===== src/rtl/decode_stage_if.sv =====
// Fetch-side and execute-side valid/ready bundle for the RV32I decode stage.
// slave = the decode stage itself; master = whatever drives fetch and sinks execute.
interface decode_stage_if #(
    parameter int XLEN = 32
);
    logic            i_valid;
    logic            o_ready;
    logic [31:0]     i_instruction;
    logic [XLEN-1:0] i_pc;
    logic            o_valid;
    logic            i_ready;
    logic [XLEN-1:0] o_pc;
    logic [6:0]      o_opcode;
    logic [6:0]      o_funct7;
    logic [2:0]      o_funct3;
    logic [4:0]      o_rs1;
    logic [4:0]      o_rs2;
    logic [4:0]      o_rd;
    logic [XLEN-1:0] o_imm;
    logic [2:0]      o_inst_type;
    logic            o_illegal;
    logic            o_is_muldiv;

    modport slave (
        input  i_valid, i_instruction, i_pc, i_ready,
        output o_ready, o_valid, o_pc, o_opcode, o_funct7, o_funct3,
               o_rs1, o_rs2, o_rd, o_imm, o_inst_type, o_illegal, o_is_muldiv
    );

    modport master (
        output i_valid, i_instruction, i_pc, i_ready,
        input  o_ready, o_valid, o_pc, o_opcode, o_funct7, o_funct3,
               o_rs1, o_rs2, o_rd, o_imm, o_inst_type, o_illegal, o_is_muldiv
    );
endinterface


===== src/rtl/decode_stage.sv =====
// Registered RV32I decode stage: decodes on push, buffers results in a DEPTH-entry in-order queue.
// Optional feature macro DECODE_M_EXT_EN accepts M-extension R-type ops and flags them via o_is_muldiv.
module decode_stage #(
    parameter int XLEN  = 32,
    parameter int DEPTH = 2
) (
    input  logic           clk,
    input  logic           rst,
    input  logic           clk_en,
    input  logic           i_flush,
    decode_stage_if.slave  bus
);
    localparam int PTR_W = (DEPTH > 1) ? $clog2(DEPTH) : 1;
    localparam int CNT_W = $clog2(DEPTH) + 1;

    typedef enum logic [2:0] {
        T_ERROR = 3'd0,
        T_R     = 3'd1,
        T_I     = 3'd2,
        T_S     = 3'd3,
        T_B     = 3'd4,
        T_U     = 3'd5,
        T_J     = 3'd6
    } inst_type_e;

    typedef struct packed {
        logic [XLEN-1:0] pc;
        logic [6:0]      opcode;
        logic [6:0]      funct7;
        logic [2:0]      funct3;
        logic [4:0]      rs1;
        logic [4:0]      rs2;
        logic [4:0]      rd;
        logic [XLEN-1:0] imm;
        inst_type_e      itype;
        logic            illegal;
        logic            muldiv;
    } entry_t;

    logic [31:0]       inst;
    logic [6:0]        f7;
    logic [2:0]        f3;
    logic              r_legal;
    logic signed [11:0] imm_i;
    logic signed [11:0] imm_s;
    logic signed [12:0] imm_b;
    logic signed [20:0] imm_j;
    logic signed [31:0] imm_u;
    entry_t            dec;

    entry_t            mem [DEPTH];
    logic [PTR_W-1:0]  wr_ptr;
    logic [PTR_W-1:0]  rd_ptr;
    logic [CNT_W-1:0]  count;
    logic              push;
    logic              pop;
    entry_t            head;
    entry_t            shown;

    assign inst  = bus.i_instruction;
    assign f7    = inst[31:25];
    assign f3    = inst[14:12];
    assign imm_i = inst[31:20];
    assign imm_s = {inst[31:25], inst[11:7]};
    assign imm_b = {inst[31], inst[7], inst[30:25], inst[11:8], 1'b0};
    assign imm_j = {inst[31], inst[19:12], inst[20], inst[30:21], 1'b0};
    assign imm_u = {inst[31:12], 12'b0};

`ifdef DECODE_M_EXT_EN
    assign r_legal = (f7 == 7'b0000000) || (f7 == 7'b0000001) ||
                     ((f7 == 7'b0100000) && ((f3 == 3'b000) || (f3 == 3'b101)));
`else
    assign r_legal = (f7 == 7'b0000000) ||
                     ((f7 == 7'b0100000) && ((f3 == 3'b000) || (f3 == 3'b101)));
`endif

    // Illegal encodings leave every decoded field at zero; only the pc and the flag survive.
    always_comb begin
        dec       = '0;
        dec.pc    = bus.i_pc;
        dec.itype = T_ERROR;
        case (inst[6:0])
            7'b0110011: if (r_legal) begin
                dec.itype  = T_R;
                dec.funct7 = f7;
                dec.funct3 = f3;
                dec.rs1    = inst[19:15];
                dec.rs2    = inst[24:20];
                dec.rd     = inst[11:7];
`ifdef DECODE_M_EXT_EN
                dec.muldiv = (f7 == 7'b0000001);
`endif
            end
            7'b0010011, 7'b0000011, 7'b1100111, 7'b1110011: begin
                dec.itype  = T_I;
                dec.funct3 = f3;
                dec.rs1    = inst[19:15];
                dec.rd     = inst[11:7];
                dec.imm    = XLEN'(imm_i);
            end
            7'b0100011: begin
                dec.itype  = T_S;
                dec.funct3 = f3;
                dec.rs1    = inst[19:15];
                dec.rs2    = inst[24:20];
                dec.imm    = XLEN'(imm_s);
            end
            7'b1100011: begin
                dec.itype  = T_B;
                dec.funct3 = f3;
                dec.rs1    = inst[19:15];
                dec.rs2    = inst[24:20];
                dec.imm    = XLEN'(imm_b);
            end
            7'b0110111, 7'b0010111: begin
                dec.itype  = T_U;
                dec.rd     = inst[11:7];
                dec.imm    = XLEN'(imm_u);
            end
            7'b1101111: begin
                dec.itype  = T_J;
                dec.rd     = inst[11:7];
                dec.imm    = XLEN'(imm_j);
            end
            default: dec.itype = T_ERROR;
        endcase
        if (dec.itype == T_ERROR) begin
            dec.illegal = 1'b1;
        end else begin
            dec.opcode = inst[6:0];
        end
    end

    function automatic logic [PTR_W-1:0] ptr_next(input logic [PTR_W-1:0] p);
        return (p == PTR_W'(DEPTH - 1)) ? '0 : p + 1'b1;
    endfunction

    assign bus.o_ready = (count < CNT_W'(DEPTH));
    assign bus.o_valid = (count != '0);
    assign push = bus.i_valid & bus.o_ready & clk_en & ~i_flush;
    assign pop  = bus.o_valid & bus.i_ready & clk_en;

    // Flush outranks push and pop; reset outranks everything including clk_en.
    always_ff @(posedge clk) begin
        if (rst) begin
            count  <= '0;
            wr_ptr <= '0;
            rd_ptr <= '0;
        end else if (clk_en) begin
            if (i_flush) begin
                count  <= '0;
                wr_ptr <= '0;
                rd_ptr <= '0;
            end else begin
                if (push) wr_ptr <= ptr_next(wr_ptr);
                if (pop)  rd_ptr <= ptr_next(rd_ptr);
                case ({push, pop})
                    2'b10:   count <= count + 1'b1;
                    2'b01:   count <= count - 1'b1;
                    default: count <= count;
                endcase
            end
        end
    end

    always_ff @(posedge clk) begin
        if (push) mem[wr_ptr] <= dec;
    end

    assign head  = mem[rd_ptr];
    assign shown = bus.o_valid ? head : '0;

    assign bus.o_pc        = shown.pc;
    assign bus.o_opcode    = shown.opcode;
    assign bus.o_funct7    = shown.funct7;
    assign bus.o_funct3    = shown.funct3;
    assign bus.o_rs1       = shown.rs1;
    assign bus.o_rs2       = shown.rs2;
    assign bus.o_rd        = shown.rd;
    assign bus.o_imm       = shown.imm;
    assign bus.o_inst_type = shown.itype;
    assign bus.o_illegal   = shown.illegal;
    assign bus.o_is_muldiv = shown.muldiv;
endmodule


===== src/flat_wrapper.sv =====
// flat-port wrapper written by rule: the top's interface ports become plain ports
module decode_stage_flat 
#(
    parameter int XLEN  = 32,
    parameter int DEPTH = 2
)
  (clk, rst, clk_en, i_flush, bus_i_valid, bus_i_instruction, bus_i_pc, bus_i_ready, bus_o_ready, bus_o_valid, bus_o_pc, bus_o_opcode, bus_o_funct7, bus_o_funct3, bus_o_rs1, bus_o_rs2, bus_o_rd, bus_o_imm, bus_o_inst_type, bus_o_illegal, bus_o_is_muldiv);
  decode_stage_if #(.XLEN(XLEN)) bus_i ();
  input  logic clk;
  input  logic rst;
  input  logic clk_en;
  input  logic i_flush;
  input wire logic [$bits(bus_i.i_valid)-1:0] bus_i_valid;
  input wire logic [$bits(bus_i.i_instruction)-1:0] bus_i_instruction;
  input wire logic [$bits(bus_i.i_pc)-1:0] bus_i_pc;
  input wire logic [$bits(bus_i.i_ready)-1:0] bus_i_ready;
  output wire logic [$bits(bus_i.o_ready)-1:0] bus_o_ready;
  output wire logic [$bits(bus_i.o_valid)-1:0] bus_o_valid;
  output wire logic [$bits(bus_i.o_pc)-1:0] bus_o_pc;
  output wire logic [$bits(bus_i.o_opcode)-1:0] bus_o_opcode;
  output wire logic [$bits(bus_i.o_funct7)-1:0] bus_o_funct7;
  output wire logic [$bits(bus_i.o_funct3)-1:0] bus_o_funct3;
  output wire logic [$bits(bus_i.o_rs1)-1:0] bus_o_rs1;
  output wire logic [$bits(bus_i.o_rs2)-1:0] bus_o_rs2;
  output wire logic [$bits(bus_i.o_rd)-1:0] bus_o_rd;
  output wire logic [$bits(bus_i.o_imm)-1:0] bus_o_imm;
  output wire logic [$bits(bus_i.o_inst_type)-1:0] bus_o_inst_type;
  output wire logic [$bits(bus_i.o_illegal)-1:0] bus_o_illegal;
  output wire logic [$bits(bus_i.o_is_muldiv)-1:0] bus_o_is_muldiv;
  assign bus_i.i_valid = bus_i_valid;
  assign bus_i.i_instruction = bus_i_instruction;
  assign bus_i.i_pc = bus_i_pc;
  assign bus_i.i_ready = bus_i_ready;
  assign bus_o_ready = bus_i.o_ready;
  assign bus_o_valid = bus_i.o_valid;
  assign bus_o_pc = bus_i.o_pc;
  assign bus_o_opcode = bus_i.o_opcode;
  assign bus_o_funct7 = bus_i.o_funct7;
  assign bus_o_funct3 = bus_i.o_funct3;
  assign bus_o_rs1 = bus_i.o_rs1;
  assign bus_o_rs2 = bus_i.o_rs2;
  assign bus_o_rd = bus_i.o_rd;
  assign bus_o_imm = bus_i.o_imm;
  assign bus_o_inst_type = bus_i.o_inst_type;
  assign bus_o_illegal = bus_i.o_illegal;
  assign bus_o_is_muldiv = bus_i.o_is_muldiv;
  decode_stage #(.XLEN(XLEN), .DEPTH(DEPTH)) u_core (.clk(clk), .rst(rst), .clk_en(clk_en), .i_flush(i_flush), .bus(bus_i));
endmodule

===== config.mk =====
export PLATFORM = sky130hd
export DESIGN_NAME = decode_stage_flat
export DESIGN_NICKNAME = d
export VERILOG_FILES = /design/src/rtl/decode_stage_if.sv /design/src/rtl/decode_stage.sv /design/src/flat_wrapper.sv
export SDC_FILE = /design/constraint.sdc
export NUM_CORES = 1
export LEC_CHECK = 0
export CAP_MARGIN = 25
export CORE_ASPECT_RATIO = 1.2
export CORE_MARGIN = 3
export CORE_UTILIZATION = 52
export CTS_CLUSTER_SIZE = 8
export DETAILED_ROUTE_END_ITERATION = 6
export PLACE_DENSITY = 0.8
export SETUP_SLACK_MARGIN = 0.4
export SLEW_MARGIN = 40
export SYNTH_ARGS = -nofsm -noshare
export SYNTH_HDL_FRONTEND = slang
export SYNTH_SLANG_ARGS = --single-unit

===== constraint.sdc =====
create_clock -name clk -period 15.5 [get_ports clk]
set_clock_uncertainty 0.2 [all_clocks]
set_input_delay 3.1 -clock clk [delete_from_list [all_inputs] [get_ports clk]]
set_output_delay 3.1 -clock clk [all_outputs]
set_load 0.1 [all_outputs]

==> out/results.ini, run 1 <==
[clocking]
clk_pin_slew_worst_paths_ns=0.05
cts-buffers-inserted=29
cts_resized=0
post_cts_buffers=0
numClockSinks=205
clock_path_buffers=3
clockRootBuffer=clkbuf_16
htree_levels=1
hold_buffers=0
clkLatencyLatePin_ns=0.52
tritoncts=yes

[grt]
antenna_found_initial=1
grt.overflow.total=0
grt_max_degree=73
grt_pass1_vias=5796
grt_pass1_wl_um=29590
grtUsageTotal_pct=20.79

[placement]
placed_area_um2=10110
gp_congestion=0.8705
place_inst=965
pre_cts_ws_ns=9.592
dp.final_hpwl_um=12430
portBuffers=171

[worst_setup_path]
cpPeakStageDelay_ns=0.85
path_class=flop to primary output
worst_setup_path_start_kind=flop
path_cells=buf_6 > mux2i_1 > nor2_1 > buf_2
path_max_fanout=56
crit_path_end_kind=primary output
cp_data_arrival_time_ns=2.90
cp.required_ns=12.20
cp_slowest_cell=dfxtp_4

[logic_synthesis]
yosysTopAreaCellShare_pct=69.05
ys_ff_latch=205
synth_common_cells=edfxtp_1, nor2_1, mux2i_1
ys_async_sr_fraction_pct=0
ys_seq_area_share_pct=70.21
yosysMostFrequentCell=edfxtp_1
ys_warn_count=0
synthesis.area_um2=8697
synth_top_area_cell=edfxtp_1
synth_ff_type=edfxtp_1
ys_types=58
syn-mean-instance-area_um2=14.52
synth-edff-count=200
synthTopCellsByArea=edfxtp_1, mux2i_1, nor2_1
synthCells=599

[pwr]
power_density_nw_per_um2=119.7
switchingPower_mw=0.3152
pwr-share-comb_pct=10.9
p_seq_share_pct=47.7
ir_drop_uv=82.05
clkPwrFrac_pct=41.4
p_leak_nw=4.079
internal_power_mw=0.9883
swShare_pct=24.18

[timing]
fin_setup_tns_ns=0
max_freq_mhz=161.3
min_period_over_period_pct=40.00
final_hold_viol_count=0
maxSlewHeadroom_pct=46.61
worst_slack_ns=9.300
fin_crit_ns=6.200
worstMarginPinSlew_ns=0.8009
finalMaxSlewViolations=0
setup_viol=0
rsz0062_at_grt=no

[routing]
drc=0
vias=5480
via_per_inst=5.447
drt_iter0_markers=338
wl_per_cell_um=18.79
dr.pass1.iters=5
wl_um=18900
ant_nets=0

[layout]
final_area_um2=10890
fin_nets=854
final_util_pct=66.67
area_growth_pct=25.23
drive_above_1_share_pct=19.52
layout.cells.non_filler=1006
diodes=0

[floorplan]
die_x_um=124.1
core_area_um2=16340
ioPinCount=173
fp-row-count=51
die_area_um2=18320
fp.dieH_um=147.7
start_util_pct=53.24

[run]
maxCapViolations=0

[hold_path]
hold_path.class=flop to flop

[run_status]
status=finished, final reports clean

==> power groups by stage <==
stage	registers, mW	clock network, mW	logic [mW]
finish	0.622	0.539	0.143
detailed placement	0.632	0	0.143
CTS	0.622	0.552	0.143
global route	0.622	0.578	0.150
global placement	0.632	0	0.149
floorplan	0.634	0	0.103
==> layout make-up <==
| class | instances | area [um2] |
|---|---|---|
| Sequential cell | 205 | 6110 |
| Fill cell | 1219 | 5444 |
| Multi-Input combinational cell | 366 | 2464 |
| Timing Repair Buffer | 177 | 1257 |
| Clock buffer | 39 | 763.2 |
| Tap cell | 212 | 265.3 |
| Inverter | 5 | 18.77 |
| Clock inverter | 2 | 13.76 |
==> per-layer routing <==
layer / wire, um / track usage (%) / vias to the layer above
li1: - / - / 2575
met1: 7045 / 23.39 / 2653
met2: 9985 / 37.64 / 207
met3: 1267 / 4.478 / 43
met4: 596 / 8.603 / 2
met5: 9 / 0 / -
==> registers in the layout, summed over array words and instances (netlist names), named ones only <==
| register | cells |
|---|---|
| u_core.rd_ptr | 1 |
| u_core.mem | 200 |
| u_core.wr_ptr | 1 |
| u_core.count | 2 |
==> final timing paths <==
| path | startpoint | end | slack [ns] | cells past startpoint |
|---|---|---|---|---|
| max | flop | bus_o_funct3[1] | 9.30 | 4 |
| min | u_core.rd_ptr$_SDFFE_PP0P_ | flop | 0.27 | 2 |
| max reg2reg | u_core.count[1]$_SDFFE_PP0P_ | u_core.mem[0][27]$_DFFE_PP_ | 13.40 | 3 |
| min reg2reg | u_core.rd_ptr$_SDFFE_PP0P_ | flop | 0.27 | 2 |
==> layout by cell type (no fill, tap or decap), types with 10 or more instances in the layout <==
cell type	instances
mux2i_1	102
clkbuf_16	29
nand2_1	19
edfxtp_1	200
clkdlybuf4s50_1	69
a21o_1	19
nor2_1	116
conb_1	13
clkbuf_1	10
buf_2	102
==> worst max-delay path, delay by kind of cell, from the launching register on <==
kind,cells,cell delay [ns]
multiplexers,1,0.21
flip-flops,1,0.85
buffers and inverters,2,1.09
AND/OR/NAND/NOR,1,0.14
==> logic make-up after synthesis <==
kind of cell,after synthesis,synth area share [%]
muxes,102,11.74
buffers and inverters,40,2.302
xor gates and xnor gates,2,0.2014
AOI/OAI and AO/OA,73,6.172
and+or+nand+nor,176,9.337
other,1,0.04312
DFF,205,70.21
==> through the flow <==
step / total power [mW] / hold slack (ns)
4_1_cts: 1.316 / 0.2626
3_5_place_dp: 0.7745 / 0.2509
5_1_grt: 1.350 / 0.2899
2_1_floorplan: 0.7368 / 0.2332
3_3_place_gp: 0.7806 / 0.2435
6_report: 1.304 / 0.2675
(Power assumes the default switching activity.)
==> inputs of run 2 (changes only) <==
--- a/config.mk
+++ b/config.mk
@@ -8,10 +8,10 @@
 export CAP_MARGIN = 25
 export CORE_ASPECT_RATIO = 1.2
 export CORE_MARGIN = 3
-export CORE_UTILIZATION = 52
+export CORE_UTILIZATION = 47
 export CTS_CLUSTER_SIZE = 8
 export DETAILED_ROUTE_END_ITERATION = 6
-export PLACE_DENSITY = 0.8
+export PLACE_DENSITY = 0.77
 export SETUP_SLACK_MARGIN = 0.4
 export SLEW_MARGIN = 40
 export SYNTH_ARGS = -nofsm -noshare
==> constraint.sdc (replaced) <==
create_clock -name clk -period 5.35 [get_ports clk]
set_clock_uncertainty 0.2 [all_clocks]
set_input_delay 1.07 -clock clk [delete_from_list [all_inputs] [get_ports clk]]
set_output_delay 1.07 -clock clk [all_outputs]
set_load 0.1 [all_outputs]
==> run 2 against run 1 <==
  * Critical endpoint is now bus_o_pc[18]
  * Die area up 10%
  * Clock power rose to 2.9 times the previous value
  * Sequential power rose to 2.9 times the previous value
  * Wire length up 0.58%
  * Register-to-register slack worse by 10 ns
  * Power rose to 2.9 times the previous value
  * First-iteration DRC count down 2.7%
  * Critical path type unchanged
  * Global-route usage down 2.4 points
  * Combinational power rose to 2.9 times the previous value
  * Critical path depth unchanged
==> out/results.ini, run 2 (synthesis results as in run 1) <==
[placement]
dp.final_hpwl_um=12900  ; +3.7%
placed_area_um2=10180  ; +0.72%
pre_cts_ws_ns=1.653  ; -7.940 ns
place_inst=974  ; +0.93%
portBuffers=171  ; unchanged
gp_congestion=0.8549  ; -1.8%

[layout]
drive_above_1_share_pct=19.85  ; +0.33 points
reg_top3=u_core.mem (200), u_core.count (2)
regMostFlops=u_core.mem
fin_nets=856  ; +0.23%
area_growth_pct=26.24
multiInputGateArea_um2=2490  ; +1.1%
final_cell_mix=edfxtp_1, nor2_1, mux2i_1, buf_2, clkdlybuf4s50_1
final_area_um2=10980  ; +0.80%
diodes=0  ; unchanged
regArea_um2=6110  ; unchanged
largest_reg_flops=200  ; unchanged
mostFrequentLayoutCell=edfxtp_1
fill_cells=1366  ; +12%
final_util_pct=61.55  ; -5.1 points
layout.cells.non_filler=1016  ; +0.99%

[timing]
final_hold_viol_count=0  ; unchanged
rsz0062_at_grt=no
maxSlewHeadroom_pct=46.79  ; +0.19 points
max_freq_mhz=265.1
finalMaxSlewViolations=0  ; unchanged
fin_setup_tns_ns=0  ; unchanged
fin_crit_ns=3.773
worst_slack_ns=1.577  ; -7.723 ns
worstMarginPinSlew_ns=0.7967  ; -0.004265 ns
hold_ws_ns=0.2774  ; +0.009850 ns
min_period_over_period_pct=70.52
setup_viol=0  ; unchanged

[clocking]
cts_resized=0  ; unchanged
clk_pin_slew_worst_paths_ns=0.05  ; about the same
hold_buffers=0  ; unchanged
cts-buffers-inserted=29  ; unchanged
clkLatencyLatePin_ns=0.51  ; about the same
numClockSinks=205  ; unchanged
post_cts_buffers=0  ; unchanged
tritoncts=yes
clockRootBuffer=clkbuf_16
htree_levels=1  ; unchanged
clock_path_buffers=3  ; unchanged

[run]
maxCapViolations=0  ; unchanged

[routing]
drt_iter0_markers=329  ; -2.7%
wl_per_cell_um=18.71  ; -0.41%
drc=0  ; unchanged
vias=5473  ; -0.13%
dr.pass1.iters=5  ; unchanged
wl_um=19010  ; +0.58%
ant_nets=0  ; unchanged
via_per_inst=5.387  ; -1.1%

[pwr]
ir_drop_uv=268.2  ; +230%
p_leak_nw=4.103  ; +0.59%
power_density_nw_per_um2=343.8  ; +190%
p_total_mw=3.775  ; +190%

[floorplan]
die_x_um=130.2  ; +4.9%
core_area_um2=17840  ; +9.2%
fp-row-count=53  ; +3.9%
ioPinCount=173  ; unchanged
fp.dieH_um=155.0  ; +5.0%
start_util_pct=48.75  ; -4.5 points
die_area_um2=20180  ; +10%

[hold_path]
hold_path.class=flop to flop

[run_status]
status=finished, final reports clean

[grt]
grt_pass1_vias=5596  ; -3.5%
antenna_found_initial=0  ; -1
grtUsageTotal_pct=18.39  ; -2.4 points
grt.overflow.total=0  ; unchanged
grt_pass1_wl_um=29100  ; -1.6%
grt_max_degree=74  ; +1.4%

[worst_setup_path]
cp_data_arrival_time_ns=2.50  ; -0.40 ns
crit_path_end_kind=primary output
path_class=flop to primary output
path_max_fanout=36  ; -36%
cp.required_ns=4.08  ; -8.12 ns
worst_setup_path_start_kind=flop

run 2: final timing paths:
| path | cells past startpoint | to | start | slack (ns) |
|---|---|---|---|---|
| worst min-delay path | 2 | flop | u_core.rd_ptr$_SDFFE_PP0P_ | 0.28 |
| worst min register to register | 2 | flop | u_core.rd_ptr$_SDFFE_PP0P_ | 0.28 |
| worst max register to register | 3 | u_core.mem[0][14]$_DFFE_PP_ | u_core.count[1]$_SDFFE_PP0P_ | 3.27 |
| worst max-delay path | 4 | bus_o_pc[18] | flop | 1.58 |
run 2: cell type report:
type | instances | area share, %
Inverter | 5 | 0.2849
Multi-Input combinational cell | 366 | 22.68
Sequential cell | 205 | 55.65
Clock buffer | 40 | 6.986
Timing Repair Buffer | 179 | 11.85
Clock inverter | 1 | 0.04558
Tap cell | 220 | 2.507
run 2: per-layer routing:
| metal | part of all wire, % | vias up | wire length [um] | track usage [%] |
|---|---|---|---|---|
| met3 | 7.3 | 29 | 1385 | 3.949 |
| met4 | 2.2 | 0 | 416 | 5.990 |
| li1 | - | 2589 | - | - |
| met1 | 39 | 2644 | 7478 | 22.38 |
| met2 | 51 | 211 | 9732 | 32.35 |
| met5 | 0 | - | 0 | 0 |
run 2: where the power goes:
part | internal, mW | switching [mW]
registers | 1.79 | 0.00965
clock network | 0.970 | 0.584
logic | 0.105 | 0.315
total | 2.87 | 0.909
run 2: critical path, stage by stage (launching register included):
cell and delay, ns:
dfxtp_4 0.78, buf_4 0.50, mux2i_1 0.13, nor2_1 0.13
buf_2 0.45
==> inputs of run 3 (changes only) <==
--- a/config.mk
+++ b/config.mk
@@ -8,10 +8,10 @@
 export CAP_MARGIN = 25
 export CORE_ASPECT_RATIO = 1.2
 export CORE_MARGIN = 3
-export CORE_UTILIZATION = 47
+export CORE_UTILIZATION = 52
 export CTS_CLUSTER_SIZE = 8
 export DETAILED_ROUTE_END_ITERATION = 6
-export PLACE_DENSITY = 0.77
+export PLACE_DENSITY = 0.8
 export SETUP_SLACK_MARGIN = 0.4
 export SLEW_MARGIN = 40
 export SYNTH_ARGS = -nofsm -noshare
==> constraint.sdc (replaced) <==
create_clock -name clk -period 3.8 [get_ports clk]
set_clock_uncertainty 0.2 [all_clocks]
set_input_delay 0.76 -clock clk [delete_from_list [all_inputs] [get_ports clk]]
set_output_delay 0.76 -clock clk [all_outputs]
set_load 0.1 [all_outputs]
==> run 3 against run 2 <==
  * Core utilization is 7.2 points higher
  * Combinational power is 46% higher
  * Register-to-register slack worse by 1.5 ns
  * Worst setup slack worse by 0.99 ns
  * Clock power is 40% higher
  * Critical path depth stayed put
  * Worst hold slack worse by 0.013 ns
  * Design area is 2.2% higher
  * First-iteration DRC count is 25% higher
  * Power is 41% higher
==> out/results.ini, run 3 (synthesis results as in run 1) <==
[floorplan]
die_area_um2=18320  ; -9.2%
core_area_um2=16340  ; -8.4%
fp.dieH_um=147.7  ; -4.7%
ioPinCount=173  ; unchanged
die_x_um=124.1  ; -4.7%
fp-row-count=51  ; -3.8%
start_util_pct=53.24  ; +4.5 points

[clocking]
clkLatencyLatePin_ns=0.51  ; about the same
htree_levels=1  ; unchanged
clock_path_buffers=3  ; unchanged
hold_buffers=0  ; unchanged
cts-buffers-inserted=29  ; unchanged
numClockSinks=205  ; unchanged
tritoncts=yes
clk_pin_slew_worst_paths_ns=0.05  ; about the same
cts_resized=0  ; unchanged
clockRootBuffer=clkbuf_16
post_cts_buffers=0  ; unchanged

[timing]
rsz0062_at_grt=no
max_freq_mhz=311.0
final_hold_viol_count=0  ; unchanged
finalMaxSlewViolations=0  ; unchanged
worstMarginPinSlew_ns=0.8635  ; +0.06684 ns
hold_ws_ns=0.2639  ; -0.01349 ns
fin_crit_ns=3.216
setup_viol=0  ; unchanged
maxSlewHeadroom_pct=42.33  ; -4.5 points
min_period_over_period_pct=84.63

[layout]
area_growth_pct=29.06
final_cell_mix=edfxtp_1, nor2_1, mux2i_1, buf_4, clkdlybuf4s50_1
fin_nets=853  ; -0.35%
largest_reg_flops=200  ; unchanged
reg_top3=u_core.mem (200), u_core.count (2)
mostFrequentLayoutCell=edfxtp_1
drive_above_1_share_pct=19.55  ; -0.30 points
regMostFlops=u_core.mem
final_area_um2=11220  ; +2.2%
final_util_pct=68.71  ; +7.2 points
diodes=0  ; unchanged

[hold_path]
hold_path.class=flop to flop

[grt]
top_usage_layer=met2
antenna_found_initial=0  ; unchanged
grt_pass1_vias=5463  ; -2.4%
grt_util_met2_pct=32.85  ; +0.50 points
grt_max_degree=102  ; +38%
use_met3_pct=3.636  ; -0.31 points
grt.overflow.total=0  ; unchanged
grt_pass1_wl_um=27680  ; -4.9%
grtUsageTotal_pct=19.16  ; +0.78 points
use_met1_pct=25.22  ; +2.8 points

[worst_setup_path]
cpPeakStageDelay_ns=0.73  ; -0.05 ns
cp_slowest_cell=dfxtp_4
cp.required_ns=2.84  ; -1.24 ns
path_cells=buf_12 > mux2i_1 > nor2_1 > buf_4
crit_path_end_kind=primary output
crit_buf_inv=2  ; unchanged
path_delay_family=flip-flops
worst_setup_path_start_kind=flop
path_max_fanout=36  ; unchanged
path_class=flop to primary output
cp_data_arrival_time_ns=2.26  ; -0.24 ns

[run]
maxCapViolations=0  ; unchanged

[pwr]
p_leak_nw=4.090  ; -0.32%
p_total_mw=5.320  ; +41%
power_density_nw_per_um2=474.0  ; +38%
ir_drop_uv=324.0  ; +21%

[placement]
dp.final_hpwl_um=11650  ; -9.6%
portBuffers=171  ; unchanged
gp_congestion=0.8807  ; +3.0%
placed_area_um2=10450  ; +2.7%

[routing]
drt_iter0_markers=410  ; +25%
drc=0  ; unchanged
wl_per_cell_um=17.98  ; -3.9%
dr.pass1.iters=5  ; unchanged
vias=5408  ; -1.2%
via_per_inst=5.381  ; -0.11%
wl_um=18070  ; -5.0%
ant_nets=0  ; unchanged

[run_status]
status=finished, final reports clean

-- run 3: tightest hold or removal path, cell delays in order, from the launching register on --
cell and delay [ns]:
dfxtp_1 0.30, nand2_1 0.05, a21oi_1 0.06
-- run 3: cell type report --
| type | count | area [um2] |
|---|---|---|
| Clock buffer | 40 | 767.0 |
| Clock inverter | 1 | 5.005 |
| Fill cell | 1152 | 5111 |
| Inverter | 5 | 31.28 |
| Multi-Input combinational cell | 366 | 2490 |
| Sequential cell | 205 | 6110 |
| Tap cell | 212 | 265.3 |
| Timing Repair Buffer | 176 | 1556 |
-- run 3: power by group --
part | switching, mW | total, mW | leakage (nW) | internal (mW)
combinational | 0.445 | 0.613 | 1.78 | 0.168
sequential | 0.0139 | 2.54 | 1.94 | 2.52
clock | 0.807 | 2.17 | 0.374 | 1.36
total | 1.27 | 5.32 | 4.09 | 4.05
-- run 3: path summary, 6_finish.rpt --
path,start,endpoint,slack [ns],cells past startpoint
worst max register to register,u_core.count[1]$_SDFFE_PP0P_,u_core.mem[0][9]$_DFFE_PP_,1.81,3
worst min register to register,u_core.rd_ptr$_SDFFE_PP0P_,flop,0.26,2
worst min-delay path,u_core.rd_ptr$_SDFFE_PP0P_,flop,0.26,2
worst max-delay path,flop,bus_o_funct3[1],0.58,4
-- run 3: stage by stage --
stage	setup TNS, ns	setup WS (ns)	std cells
after CTS	0	0.5452	1005
final	0	0.5841	1005
after global placement	0	0.6004	964
after global routing	0	0.4576	1005
after detailed placement	0	0.5136	964
after floorplan	-173.75	-0.8787	611
-- run 3: metal layers --
metal  part of all wire, %  routed length (um)  up-vias
met5                     0                   0        -
met4                   1.2                 223        0
met3                   7.8                1412       19
met2                    51                9171      198
met1                    40                7258     2613
li1                      -                   -     2578
